--- config.mk ---
export PLATFORM = sky130hd
export DESIGN_NAME = multicycle_control
export DESIGN_NICKNAME = d
export VERILOG_FILES = /design/src/rtl/riscv_ctrl_pkg.sv /design/src/rtl/multicycle_ctrl_outdec.sv /design/src/rtl/multicycle_control.sv
export SDC_FILE = /design/constraint.sdc
export NUM_CORES = 1
export LEC_CHECK = 0
export BUFFER_PORTS_ARGS = -buffer_cell sky130_fd_sc_hd__buf_2
export CAP_MARGIN = 20
export CORE_MARGIN = 5
export CORE_UTILIZATION = 44
export DETAILED_ROUTE_END_ITERATION = 8
export PLACE_DENSITY = 0.87
export SYNTH_ARGS = -nofsm -noshare
export SYNTH_HDL_FRONTEND = slang
export SYNTH_HIERARCHICAL = 1
export SYNTH_SLANG_ARGS = --single-unit
--- constraint.sdc ---
create_clock -name clk -period 1.8 [get_ports clk]
set_clock_uncertainty 0.15 [all_clocks]
set_input_delay 0.36 -clock clk [delete_from_list [all_inputs] [get_ports clk]]
set_output_delay 0.36 -clock clk [all_outputs]
set_load 0.1 [all_outputs]
--- src/rtl/riscv_ctrl_pkg.sv ---
// Shared encodings for the multicycle RISC-V control path: opcodes, FSM
// states, ALU/operand-select codes and the decoded control word.
package riscv_ctrl_pkg;

  localparam int OP_W    = 7;
  localparam int STATE_W = 4;

  localparam logic [6:0] OP_RTYPE  = 7'b0110011;
  localparam logic [6:0] OP_LOAD   = 7'b0000011;
  localparam logic [6:0] OP_STORE  = 7'b0100011;
  localparam logic [6:0] OP_BRANCH = 7'b1100011;
  localparam logic [6:0] OP_IMM    = 7'b0010011;

  localparam logic [1:0] ALUOP_ADD    = 2'b00;
  localparam logic [1:0] ALUOP_SUB    = 2'b01;
  localparam logic [1:0] ALUOP_RFUNCT = 2'b10;
  localparam logic [1:0] ALUOP_IFUNCT = 2'b11;

  localparam logic [1:0] SRCB_RS2  = 2'b00;
  localparam logic [1:0] SRCB_FOUR = 2'b01;
  localparam logic [1:0] SRCB_IMM  = 2'b10;

  typedef enum logic [3:0] {
    S_FETCH   = 4'd0,
    S_DECODE  = 4'd1,
    S_MEMADR  = 4'd2,
    S_MEMRD   = 4'd3,
    S_MEMWB   = 4'd4,
    S_MEMWR   = 4'd5,
    S_EXEC_R  = 4'd6,
    S_EXEC_I  = 4'd7,
    S_ALUWB   = 4'd8,
    S_BRANCH  = 4'd9,
    S_ILLEGAL = 4'd10
  } state_e;

  typedef struct packed {
    logic       pc_write;
    logic       pc_write_cond;
    logic       iord;
    logic       mem_read;
    logic       mem_write;
    logic       ir_write;
    logic       reg_write;
    logic       mem_to_reg;
    logic       alu_src_a;
    logic [1:0] alu_src_b;
    logic [1:0] alu_op;
    logic       pc_src;
    logic       instr_done;
    logic       illegal_op;
  } ctrl_word_t;

  // Dispatch target out of DECODE; anything outside the subset traps.
  function automatic state_e decode_dispatch(input logic [6:0] opcode);
    state_e next;
    case (opcode)
      OP_RTYPE:           next = S_EXEC_R;
      OP_IMM:             next = S_EXEC_I;
      OP_LOAD, OP_STORE:  next = S_MEMADR;
      OP_BRANCH:          next = S_BRANCH;
      default:            next = S_ILLEGAL;
    endcase
    return next;
  endfunction

endpackage

--- src/rtl/multicycle_ctrl_outdec.sv ---
// Combinational state-to-control-word decoder. Only FETCH and MEMWR look at
// mem_ready; everything else is a pure Moore function of the state.
module multicycle_ctrl_outdec
  import riscv_ctrl_pkg::*;
(
  input  state_e     i_state,
  input  logic       i_mem_ready,
  output ctrl_word_t o_ctrl
);

  always_comb begin
    // NOTE: every field gets a default before the case so no path through
    // this block can leave a signal unassigned and infer a latch.
    o_ctrl = '0;
    case (i_state)
      S_FETCH: begin
        o_ctrl.mem_read  = 1'b1;
        o_ctrl.iord      = 1'b0;
        o_ctrl.alu_src_a = 1'b0;
        o_ctrl.alu_src_b = SRCB_FOUR;
        o_ctrl.alu_op    = ALUOP_ADD;
        o_ctrl.pc_src    = 1'b0;
        o_ctrl.ir_write  = i_mem_ready;
        o_ctrl.pc_write  = i_mem_ready;
      end
      S_DECODE: begin
        // Speculative branch target PC+imm lands in ALUOut here.
        o_ctrl.alu_src_a = 1'b0;
        o_ctrl.alu_src_b = SRCB_IMM;
        o_ctrl.alu_op    = ALUOP_ADD;
      end
      S_MEMADR: begin
        o_ctrl.alu_src_a = 1'b1;
        o_ctrl.alu_src_b = SRCB_IMM;
        o_ctrl.alu_op    = ALUOP_ADD;
      end
      S_MEMRD: begin
        o_ctrl.mem_read = 1'b1;
        o_ctrl.iord     = 1'b1;
      end
      S_MEMWB: begin
        o_ctrl.reg_write  = 1'b1;
        o_ctrl.mem_to_reg = 1'b1;
        o_ctrl.instr_done = 1'b1;
      end
      S_MEMWR: begin
        o_ctrl.mem_write  = 1'b1;
        o_ctrl.iord       = 1'b1;
        o_ctrl.instr_done = i_mem_ready;
      end
      S_EXEC_R: begin
        o_ctrl.alu_src_a = 1'b1;
        o_ctrl.alu_src_b = SRCB_RS2;
        o_ctrl.alu_op    = ALUOP_RFUNCT;
      end
      S_EXEC_I: begin
        o_ctrl.alu_src_a = 1'b1;
        o_ctrl.alu_src_b = SRCB_IMM;
        o_ctrl.alu_op    = ALUOP_IFUNCT;
      end
      S_ALUWB: begin
        o_ctrl.reg_write  = 1'b1;
        o_ctrl.mem_to_reg = 1'b0;
        o_ctrl.instr_done = 1'b1;
      end
      S_BRANCH: begin
        o_ctrl.alu_src_a     = 1'b1;
        o_ctrl.alu_src_b     = SRCB_RS2;
        o_ctrl.alu_op        = ALUOP_SUB;
        o_ctrl.pc_write_cond = 1'b1;
        o_ctrl.pc_src        = 1'b1;
        o_ctrl.instr_done    = 1'b1;
      end
      S_ILLEGAL: begin
        o_ctrl.illegal_op = 1'b1;
      end
      default: o_ctrl = '0;
    endcase
  end

endmodule

--- src/rtl/multicycle_control.sv ---
// Multicycle sequencer: owns the state register and next-state logic, and
// gates the decoded control word so reset silences every output at once.
module multicycle_control
  import riscv_ctrl_pkg::*;
#(
  parameter int OP_W    = 7,
  parameter int STATE_W = 4
) (
  input  logic               clk,
  input  logic               rst_n,
  input  logic [OP_W-1:0]    op,
  input  logic               zero,
  input  logic               mem_ready,
  output logic               pc_en,
  output logic               iord,
  output logic               mem_read,
  output logic               mem_write,
  output logic               ir_write,
  output logic               reg_write,
  output logic               mem_to_reg,
  output logic               alu_src_a,
  output logic [1:0]         alu_src_b,
  output logic [1:0]         alu_op,
  output logic               pc_src,
  output logic               instr_done,
  output logic               illegal_op,
  output logic [STATE_W-1:0] state
);

  state_e     r_state;
  ctrl_word_t w_dec;
  ctrl_word_t w_ctrl;
  logic [6:0] w_opcode;

  assign w_opcode = 7'(op);

  always_ff @(posedge clk) begin
    // NOTE: state registers use non-blocking assignments so every flop
    // samples its inputs from before the edge, independent of block order.
    if (!rst_n) begin
      r_state <= S_FETCH;
    end else begin
      case (r_state)
        S_FETCH:   r_state <= mem_ready ? S_DECODE : S_FETCH;
        S_DECODE:  r_state <= decode_dispatch(w_opcode);
        S_MEMADR:  r_state <= (w_opcode == OP_LOAD) ? S_MEMRD : S_MEMWR;
        S_MEMRD:   r_state <= mem_ready ? S_MEMWB : S_MEMRD;
        S_MEMWB:   r_state <= S_FETCH;
        S_MEMWR:   r_state <= mem_ready ? S_FETCH : S_MEMWR;
        S_EXEC_R:  r_state <= S_ALUWB;
        S_EXEC_I:  r_state <= S_ALUWB;
        S_ALUWB:   r_state <= S_FETCH;
        S_BRANCH:  r_state <= S_FETCH;
        S_ILLEGAL: r_state <= S_ILLEGAL;
        default:   r_state <= S_FETCH;
      endcase
    end
  end

  multicycle_ctrl_outdec u_outdec (
    .i_state     (r_state),
    .i_mem_ready (mem_ready),
    .o_ctrl      (w_dec)
  );

  // Reset must kill a pending memory request or writeback in the same cycle.
  assign w_ctrl = rst_n ? w_dec : '0;

  assign pc_en      = w_ctrl.pc_write | (w_ctrl.pc_write_cond & zero);
  assign iord       = w_ctrl.iord;
  assign mem_read   = w_ctrl.mem_read;
  assign mem_write  = w_ctrl.mem_write;
  assign ir_write   = w_ctrl.ir_write;
  assign reg_write  = w_ctrl.reg_write;
  assign mem_to_reg = w_ctrl.mem_to_reg;
  assign alu_src_a  = w_ctrl.alu_src_a;
  assign alu_src_b  = w_ctrl.alu_src_b;
  assign alu_op     = w_ctrl.alu_op;
  assign pc_src     = w_ctrl.pc_src;
  assign instr_done = w_ctrl.instr_done;
  assign illegal_op = w_ctrl.illegal_op;
  assign state      = STATE_W'(r_state);

endmodule
==> flow_summary.json, run 1 <==
{
  "status": "stopped before the end",
  "lastStage": "global routing (5_1_grt)",
  "error": "[ERROR DPL-0038] Utilization greater than 100%, impossible to legalize",
  "placed_cells": 132,
  "syn_inst": 92,
  "yosysMostFrequentCell": "and2_1",
  "cts_sinks": 4,
  "synth_area_leaders": "and2_1 15%, dfxtp_1 13%, nor2_1 5.5%",
  "ios": 30,
  "place.gp.congestion": 0.843,
  "dpl.hpwl_mm": 1.57,
  "synth.distinct_cells": 37,
  "yosysTopAreaCell": "and2_1",
  "yosysSeqAreaShare_pct": 13.0,
  "crit_endpoint": "instr_done",
  "synth_edf_count": 0,
  "core.rowCount": 13,
  "synth_ff_type": "dfxtp_1",
  "syn_area_um2": 618,
  "die_h_um": 47.5,
  "start_util_pct": 46.9,
  "worst-ep-kind": "primary output",
  "io_buffers": 29,
  "root_buffer": "clkbuf_4",
  "postSynthAreaPerCell_um2": 6.72,
  "async_flop_share_pct": 0,
  "die_x_um": 47.5,
  "synth-warning-count": 6,
  "syn_nets": 103,
  "cts_buffer_depth": 2,
  "cts_made_buffers": 3,
  "synth-seq-cells": 4,
  "htree_levels": 1,
  "synthTopCellsByCount": "15 x and2_1, 9 x nor2_1, 6 x a21oi_1",
  "synth_top_area_share_pct": 15.2,
  "grt_max_degree": 18
}
==> repair_timing <==
action | 4_1_cts
pin swaps | 5
gates resized for setup | 20
setup endpoints to repair | 14
hold buffers | 0
buffers inserted | 15
hold endpoints to repair | 0
==> kinds of logic after synthesis <==
family	share of synthesized area (%)
and+or+nand+nor	55.1
buffers and inverters	7.08
DFF	13.0
xor gates and xnor gates	1.42
AOI/OAI and AO/OA	23.5
==> per-stage QoR <==
stage	instance area, µm²	hold slack, ns	utilization, %	setup TNS, ns	setup slack, ns
after floorplan	689	0.393	-	-0.786	-0.316
after global placement	1040	0.498	79.3	0	0.0728
after detailed placement	1040	0.521	79.3	-0.00904	-0.00904
after CTS	1260	0.305	95.7	-0.930	-0.153
==> inputs of run 2 (changes only) <==
--- a/config.mk
+++ b/config.mk
@@ -7,10 +7,10 @@
 export LEC_CHECK = 0
 export BUFFER_PORTS_ARGS = -buffer_cell sky130_fd_sc_hd__buf_2
 export CAP_MARGIN = 20
-export CORE_MARGIN = 5
-export CORE_UTILIZATION = 44
+export CORE_AREA = 5 5 66 68
 export DETAILED_ROUTE_END_ITERATION = 8
-export PLACE_DENSITY = 0.87
+export DIE_AREA = 0 0 71 73
+export PLACE_DENSITY_LB_ADDON = 0.15
 export SYNTH_ARGS = -nofsm -noshare
 export SYNTH_HDL_FRONTEND = slang
 export SYNTH_HIERARCHICAL = 1
==> run 2 against run 1 <==
  * The flow now finishes, with violations (setup timing)
  * Synthesized cell count unchanged
  * Area after synthesis is the same
==> flow_summary.json, run 2 <==
{
  "diodes": 0,
  "slew_violations": 0,
  "tightest_slew_ns": 0.496,
  "yosysMostFrequentCell": "and2_1",
  "slew_headroom_pct": 67.2,
  "ff2ff_setup_slack_ns": -0.01,
  "die_h_um": 73,
  "first_pass_iters": 4,
  "cp_num_buf_inv": 1,
  "wl_mm": 2.30,
  "power.leakage_nw": 0.542,
  "ir_drop_mv": 0.522,
  "violations": "setup timing",
  "power_mw": 1.37,
  "grt_max_degree": 18,
  "final_cell_mix": "17 x buf_12, 13 x and2_4, 13 x buf_2",
  "grt_pass1_wl_mm": 3.35,
  "stdcell_count": 184,
  "path_delay_family": "flip-flops",
  "syn_nets": 103,
  "crit_path_start_kind": "flop",
  "worstPathMaxFanout": 5,
  "start_util_pct": 16.3,
  "postSynthAreaPerCell_um2": 6.72,
  "syn_area_um2": 618,
  "worstPathCellList": "nand2b_4 > o21bai_4 > a21oi_2 > and2_4 > buf_12",
  "die_x_um": 71,
  "yosysTopAreaCell": "and2_1",
  "synth_edf_count": 0,
  "drtAntennaViolNets": 0,
  "ios": 30,
  "slowest_delay_ns": 0.37,
  "slowest_stage": "dfxtp_4",
  "root_buffer": "clkbuf_8",
  "num_vias": 804,
  "cts_sinks": 4,
  "clk_latency_ns": 0.21,
  "yosysSeqAreaShare_pct": 13.0,
  "pwr_density_cell_nw_per_um2": 987,
  "placed_cells": 168,
  "wl_per_cell_um": 12.5,
  "core_region_area_um2": 3800,
  "grt_pass1_vias": 693,
  "grt_usage_pct": 7.96,
  "largest_register_ffs": 4,
  "fillers": 401,
  "final_nets": 147,
  "cts_tree": "built",
  "drc": 0,
  "max_cap_violations": 0,
  "place.gp.congestion": 0.719,
  "cts_hold_buffers": 0,
  "synth.distinct_cells": 37,
  "critical_path_class": "flop to output port",
  "synth_ff_type": "dfxtp_1",
  "status": "finished with violations",
  "fin_crit_ns": 1.90,
  "drive_above_1_share_pct": 67.2,
  "max_freq_mhz": 526,
  "synth_area_leaders": "and2_1 15%, dfxtp_1 13%, nor2_1 5.5%",
  "setup_slack_ns": -0.100,
  "dp_worst_setup_slack_ns": 0.0643,
  "setup_violations": 10,
  "clk_pin_slew_ns": 0.03,
  "dpl.hpwl_mm": 1.56,
  "synthTopCellsByCount": "15 x and2_1, 9 x nor2_1, 6 x a21oi_1",
  "synth_top_area_share_pct": 15.2,
  "io_buffers": 29,
  "syn_to_final_growth_pct": 125,
  "hold_violations": 0,
  "core.rowCount": 23,
  "drt_iter0_drc": 33,
  "synth-warning-count": 6,
  "crit_path_end_kind": "output port",
  "whs_ns": 0.340,
  "syn_inst": 92,
  "fin_util_pct": 36.6,
  "period_share_pct": 106,
  "async_flop_share_pct": 0,
  "routed_via_density": 4.37,
  "antenna_found_initial": 0,
  "die_area_um2": 5180,
  "htree_levels": 1,
  "grt-ovfl-total": 0,
  "cp_data_required_time_ns": 1.29,
  "cts_made_buffers": 3,
  "worst_hold_path_type": "input port to flop",
  "arrival_ns": 1.39,
  "layout_commonest_cell": "buf_12",
  "rsz0062_at_grt": "true",
  "cts_buffer_depth": 2,
  "synth-seq-cells": 4
}
run 2: cell counts after synthesis:
No cell type changed its count.
run 2: layout make-up:
type | count | area, µm² | share of cell area (%)
Sequential cell | 4 | 95.1 | 6.84
Clock buffer | 3 | 41.3 | 2.97
Multi-Input combinational cell | 79 | 644 | 46.4
Tap cell | 50 | 62.6 | 4.50
Inverter | 4 | 17.5 | 1.26
Timing Repair Buffer | 44 | 529 | 38.1
run 2: routing by layer:
layer / GRT usage [%] / share of wire, % / vias up
li1: - / - / 414
met1: 10.3 / 45 / 358
met2: 11.8 / 46 / 32
met3: 3.99 / 8.3 / 0
met4: 1.88 / 0 / 0
met5: 0 / 0 / -
run 2: cells by family (layout without fill, tap and decap cells):
| family | count (synthesis) | after routing | share of synthesized area, % |
|---|---|---|---|
| xor gates and xnor gates | 1 | 1 | 1.42 |
| and+or+nand+nor | 55 | 55 | 55.1 |
| buffers and inverters | 9 | 51 | 7.08 |
| AOI/OAI and AO/OA | 23 | 23 | 23.5 |
| DFF | 4 | 4 | 13.0 |
run 2: worst paths after layout:
kind	from	end	depth (start not counted)
max	state[3]	instr_done	5
min	op[6]	state[0]	4
max reg2reg	state[1]	state[1]	6
min reg2reg	state[3]	state[3]	3
run 2: timing repair:
action                     4_1_cts  5_1_grt
pin swaps                        2        4
setup endpoints to repair       13       14
resized for setup               12       19
setup buffers                    5        8
run 2: worst reg2reg max path, cell delays in order (launching register included):
cell	delay, ns
dfxtp_4	0.41
buf_6	0.14
buf_6	0.12
nand2b_4	0.07
nor3_4	0.19
or4b_1	0.46
a31oi_1	0.19
run 2: where the power goes:
group          total, mW  internal, mW  switching [mW]  leakage (nW)
clock              0.185         0.142          0.0431        0.0216
combinational       1.03         0.411           0.616         0.484
sequential         0.159         0.110          0.0494        0.0356
run 2: through the flow:
| step | area [µm²] | TNS (ns) |
|---|---|---|
| 6_report | 1390 | -0.585 |
| 5_1_grt | 1390 | -1.35 |
| 4_1_cts | 1240 | -0.610 |
| 3_5_place_dp | 1100 | 0 |
| 3_3_place_gp | 1100 | 0 |
| 2_1_floorplan | 689 | -0.786 |
No activity file was read; power rests on OpenSTA's default activity.
==> inputs of run 3 (changes only) <==
--- a/config.mk
+++ b/config.mk
@@ -10,7 +10,7 @@
 export CORE_AREA = 5 5 66 68
 export DETAILED_ROUTE_END_ITERATION = 8
 export DIE_AREA = 0 0 71 73
-export PLACE_DENSITY_LB_ADDON = 0.15
+export PLACE_DENSITY = 0.42
 export SYNTH_ARGS = -nofsm -noshare
 export SYNTH_HDL_FRONTEND = slang
 export SYNTH_HIERARCHICAL = 1
==> run 3 against run 2 <==
  * The run still ends with setup timing left
  * Core utilization decreased by 0.13 points
  * Cell area decreased by 0.36%
  * Sequential power decreased by 7%
  * Largest cell class unchanged
==> flow_summary.json, run 3 (synthesis gave the netlist of run 2 again) <==
{
  "status": "finished with violations",
  "violations": "setup timing",
  "r2r-start": "state[1]",
  "cts_tree": "built",
  "slew_headroom_pct": 67.3,
  "grt_max_degree": 18,
  "drt_iter0_drc": 30,
  "largest_register_ffs": 4,
  "placed_cells": 169,
  "io_buffers": 29,
  "hold_start": "op[5]",
  "ff2ff_setup_slack_ns": 0.01,
  "clk_pin_slew_ns": 0.03,
  "diodes": 0,
  "setup_tns_ns": -0.585,
  "wl_mm": 2.14,
  "grt-ovfl-total": 0,
  "ir_drop_mv": 0.541,
  "start_util_pct": 16.3,
  "routed_via_density": 4.47,
  "syn_to_final_growth_pct": 124,
  "max_cap_violations": 0,
  "drive_above_1_share_pct": 65.7,
  "reg2reg_to": "state[1]",
  "rsz0062_at_grt": "true",
  "place.gp.congestion": 0.744,
  "cts_made_buffers": 3,
  "drtAntennaViolNets": 0,
  "critical_path_class": "flop to output port",
  "ios": 30,
  "first_pass_iters": 4,
  "max_freq_mhz": 524,
  "grt_pass1_wl_mm": 3.36,
  "tightest_slew_ns": 0.493,
  "root_buffer": "clkbuf_8",
  "arrival_ns": 1.40,
  "setup_violations": 10,
  "cp_data_required_time_ns": 1.29,
  "antenna_found_initial": 0,
  "setup_slack_ns": -0.107,
  "worstPathMaxFanout": 6,
  "final_nets": 150,
  "die_h_um": 73,
  "worst_hold_path_type": "input port to flop",
  "grt_usage_pct": 7.81,
  "die_x_um": 71,
  "wl_per_cell_um": 11.4,
  "cts_sinks": 4,
  "cts_buffer_depth": 2,
  "r2r.worst_path.cells": 6,
  "core_region_area_um2": 3800,
  "fin_crit_ns": 1.91,
  "drc": 0,
  "final_cell_mix": "15 x buf_12, 13 x and2_4, 13 x buf_2",
  "pwr_density_cell_nw_per_um2": 974,
  "period_share_pct": 106,
  "grt_pass1_vias": 757,
  "crit_path_start_kind": "flop",
  "core.rowCount": 23,
  "clk_latency_ns": 0.21,
  "die_area_um2": 5180,
  "crit_path_end_kind": "output port",
  "power.leakage_nw": 0.555,
  "hold_violations": 0,
  "num_vias": 835,
  "worstHoldEndpoint": "state[1]",
  "htree_levels": 1,
  "cts_hold_buffers": 0,
  "dpl.hpwl_mm": 1.53,
  "hold_depth": 3,
  "layout_commonest_cell": "buf_12",
  "slew_violations": 0,
  "stdcell_count": 187
}
## run 3: cell count changes in the layout (fill, tap and decap cells not counted), sizes merged
cell	previous run	this run
buf	43	46
## run 3: layout make-up
cell class	instances	area (µm²)
timing repair buffer	47	534
multi-input combinational	79	634
sequential	4	95.1
inverter	4	17.5
tap	50	62.6
clock buffer	3	41.3
fill	393	2410
## run 3: power by group
group / leakage (nW) / switching (mW) / internal [mW]
registers: 0.0356 / 0.0382 / 0.110
logic: 0.497 / 0.618 / 0.399
clock network: 0.0216 / 0.0422 / 0.142
## run 3: timing repair
action                                  in CTS  in global routing
endpoints found under the hold margin        0                  0
resized for setup                           20                 13
pin swaps                                    5                  5
buffers inserted                            12                  4
endpoints found under the setup margin      10                 14
## run 3: metal layers
layer	track usage (%)	share of wire, %	vias to the layer above
li1	-	-	414
met1	9.75	43	380
met2	12.6	47	41
met3	3.58	9.9	0
met4	1.25	0	0
met5	0	0	-
## run 3: through the flow
step	setup WS (ns)	area, µm²	utilization (%)	total power, mW	hold slack, ns
finish	-0.107	1390	36.5	1.35	0.338
global route	-0.182	1390	36.5	1.41	0.363
CTS	-0.116	1320	34.7	1.30	0.329
detailed placement	0.0546	1100	29.1	0.990	0.543
global placement	0.0655	1100	29.1	0.986	0.537
floorplan	-0.316	689	-	0.762	0.393
## run 3: worst max path at each step
stage,from,to,cells after the start
floorplan,state[0],pc_en,6
global placement,state[0],pc_en,5
finish,state[2],instr_done,6
CTS,state[3],pc_en,5
detailed placement,state[2],pc_en,5
global route,state[2],reg_write,5
## run 3: critical path, cell delays in order, from the launching register on
cell and delay [ns]:
dfxtp_4 0.39, buf_6 0.11, nand2b_4 0.07, o21bai_4 0.17, a21oi_2 0.12, and2_4 0.16
buf_12 0.16
==> inputs of run 4 (changes only) <==
--- a/config.mk
+++ b/config.mk
@@ -10,7 +10,7 @@
 export CORE_AREA = 5 5 66 68
 export DETAILED_ROUTE_END_ITERATION = 8
 export DIE_AREA = 0 0 71 73
-export PLACE_DENSITY = 0.42
+export PLACE_DENSITY = 0.33
 export SYNTH_ARGS = -nofsm -noshare
 export SYNTH_HDL_FRONTEND = slang
 export SYNTH_HIERARCHICAL = 1
==> run 4 against run 3 <==
  * The run still ends with setup timing left
  * Core utilization is 1.1 points lower
  * Sequential power is 5% higher
  * Non-clock buffer count is 4 lower
  * Worst setup slack got worse by 0.020 ns
  * Combinational power is essentially flat
  * Global-route usage rose by 0.80 points
  * Register-to-register slack better by 0.09 ns
  * Final cell count shrank 2.1%
  * First-iteration DRC count is 20% higher
  * Critical endpoint is now pc_en
  * Largest power group unchanged
==> flow_summary.json, run 4 (synthesis gave the netlist of run 2 again) <==
{
  "status": "finished with violations",
  "violations": "setup timing",
  "wl_per_cell_um": 12.1,
  "arrival_ns": 1.42,
  "syn_to_final_growth_pct": 117,
  "largest_register_ffs": 4,
  "num_vias": 829,
  "start_util_pct": 16.3,
  "grt_pass1_vias": 809,
  "drive_above_1_share_pct": 66.2,
  "place.gp.congestion": 0.751,
  "grt_usage_pct": 8.61,
  "ff2ff_setup_slack_ns": 0.10,
  "die_area_um2": 5180,
  "first_pass_iters": 4,
  "power.leakage_nw": 0.533,
  "cts_tree": "built",
  "slowest_delay_ns": 0.38,
  "drc": 0,
  "critical_path_class": "flop to output port",
  "crit_end": "pc_en",
  "cts_made_buffers": 3,
  "tightest_slew_ns": 0.494,
  "worstPathCellList": "nor4_4 > and2_4 > a21oi_2 > nor2b_4 > buf_12",
  "startpoint": "state[2]",
  "rsz0062_at_grt": "true",
  "routed_via_density": 4.53,
  "slew_violations": 0,
  "fin_util_pct": 35.3,
  "core.rowCount": 23,
  "setup_violations": 13,
  "core_region_area_um2": 3800,
  "cts_buffer_depth": 2,
  "multi_input_area_um2": 639,
  "grt-ovfl-total": 0,
  "slowest_stage": "dfxtp_4",
  "wl_mm": 2.21,
  "htree_levels": 1,
  "drtAntennaViolNets": 0,
  "clk_latency_ns": 0.22,
  "crit_path_end_kind": "output port",
  "max_cap_violations": 0,
  "cp_data_required_time_ns": 1.29,
  "fillers": 407,
  "whs_ns": 0.327,
  "pwr_density_cell_nw_per_um2": 996,
  "die_h_um": 73,
  "drt_iter0_drc": 36,
  "setup_tns_ns": -0.775,
  "worstPathMaxFanout": 7,
  "dpl.hpwl_mm": 1.63,
  "antenna_found_initial": 0,
  "cts_sinks": 4,
  "die_x_um": 71,
  "worst_hold_path_type": "input port to flop",
  "fin_crit_ns": 1.93,
  "hold_start": "op[5]",
  "final_nets": 146,
  "grt_max_degree": 18,
  "r2r-start": "state[2]",
  "setup_slack_ns": -0.127,
  "period_share_pct": 107,
  "grt_pass1_wl_mm": 3.68,
  "reg2reg_to": "state[1]",
  "r2r.worst_path.cells": 5,
  "diodes": 0,
  "crit_path_start_kind": "flop",
  "hold_violations": 0,
  "layout_commonest_cell": "buf_12",
  "power_mw": 1.34,
  "slew_headroom_pct": 67.3,
  "clk_pin_slew_ns": 0.03,
  "io_buffers": 29,
  "final-seq-area_um2": 95.1,
  "ir_drop_mv": 0.836,
  "final_cell_mix": "15 x buf_12, 14 x and2_4, 13 x buf_2",
  "max_freq_mhz": 519,
  "ios": 30,
  "root_buffer": "clkbuf_8"
}
[run 4: what timing repair did]
item                       4_1_cts  5_1_grt
cloned                           0        0
gates resized for setup         15       12
setup endpoints to repair       15       16
pin swaps                        6        2
buffers inserted                11        0
hold buffers                     0        0
[run 4: worst min path at each step]
stage          endpoint  cells past startpoint
2_1_floorplan  state[1]                      2
6_report       state[1]                      3
4_1_cts        state[1]                      3
3_5_place_dp   state[3]                      3
5_1_grt        state[1]                      3
3_3_place_gp   state[3]                      3
[run 4: layout make-up]
class	instances	area share, %
Sequential cell	4	7.08
Multi-Input combinational cell	79	47.6
Clock buffer	3	3.08
Timing Repair Buffer	43	36.4
Inverter	4	1.12
Tap cell	50	4.66
[run 4: where the power goes]
group	internal [mW]	leakage, nW	switching (mW)	total (mW)
Combinational	0.389	0.476	0.607	0.996
Sequential	0.110	0.0356	0.0452	0.155
Clock	0.142	0.0216	0.0432	0.185
[run 4: through the flow]
step                std cells  cell area [µm²]  worst slack [ns]
detailed placement        169             1100            0.0177
CTS                       183             1290            -0.138
finish                    183             1340            -0.127
floorplan                  92              689            -0.316
global placement          169             1100            0.0186
global route              183             1340            -0.173
[run 4: routing by layer]
| layer | wire [µm] | track usage [%] | up-vias |
|---|---|---|---|
| met5 | 0 | 0 | - |
| met4 | 21 | 2.09 | 0 |
| met3 | 183 | 3.17 | 2 |
| met2 | 1050 | 14.6 | 37 |
| met1 | 954 | 10.3 | 381 |
| li1 | - | - | 409 |
[run 4: worst max-delay path, delay by kind of cell (launching register included)]
family                 cells  cell delay, ns
buffers and inverters      1            0.18
AOI/OAI and AO/OA          1            0.04
and+or+nand+nor            3            0.59
DFF                        1            0.38
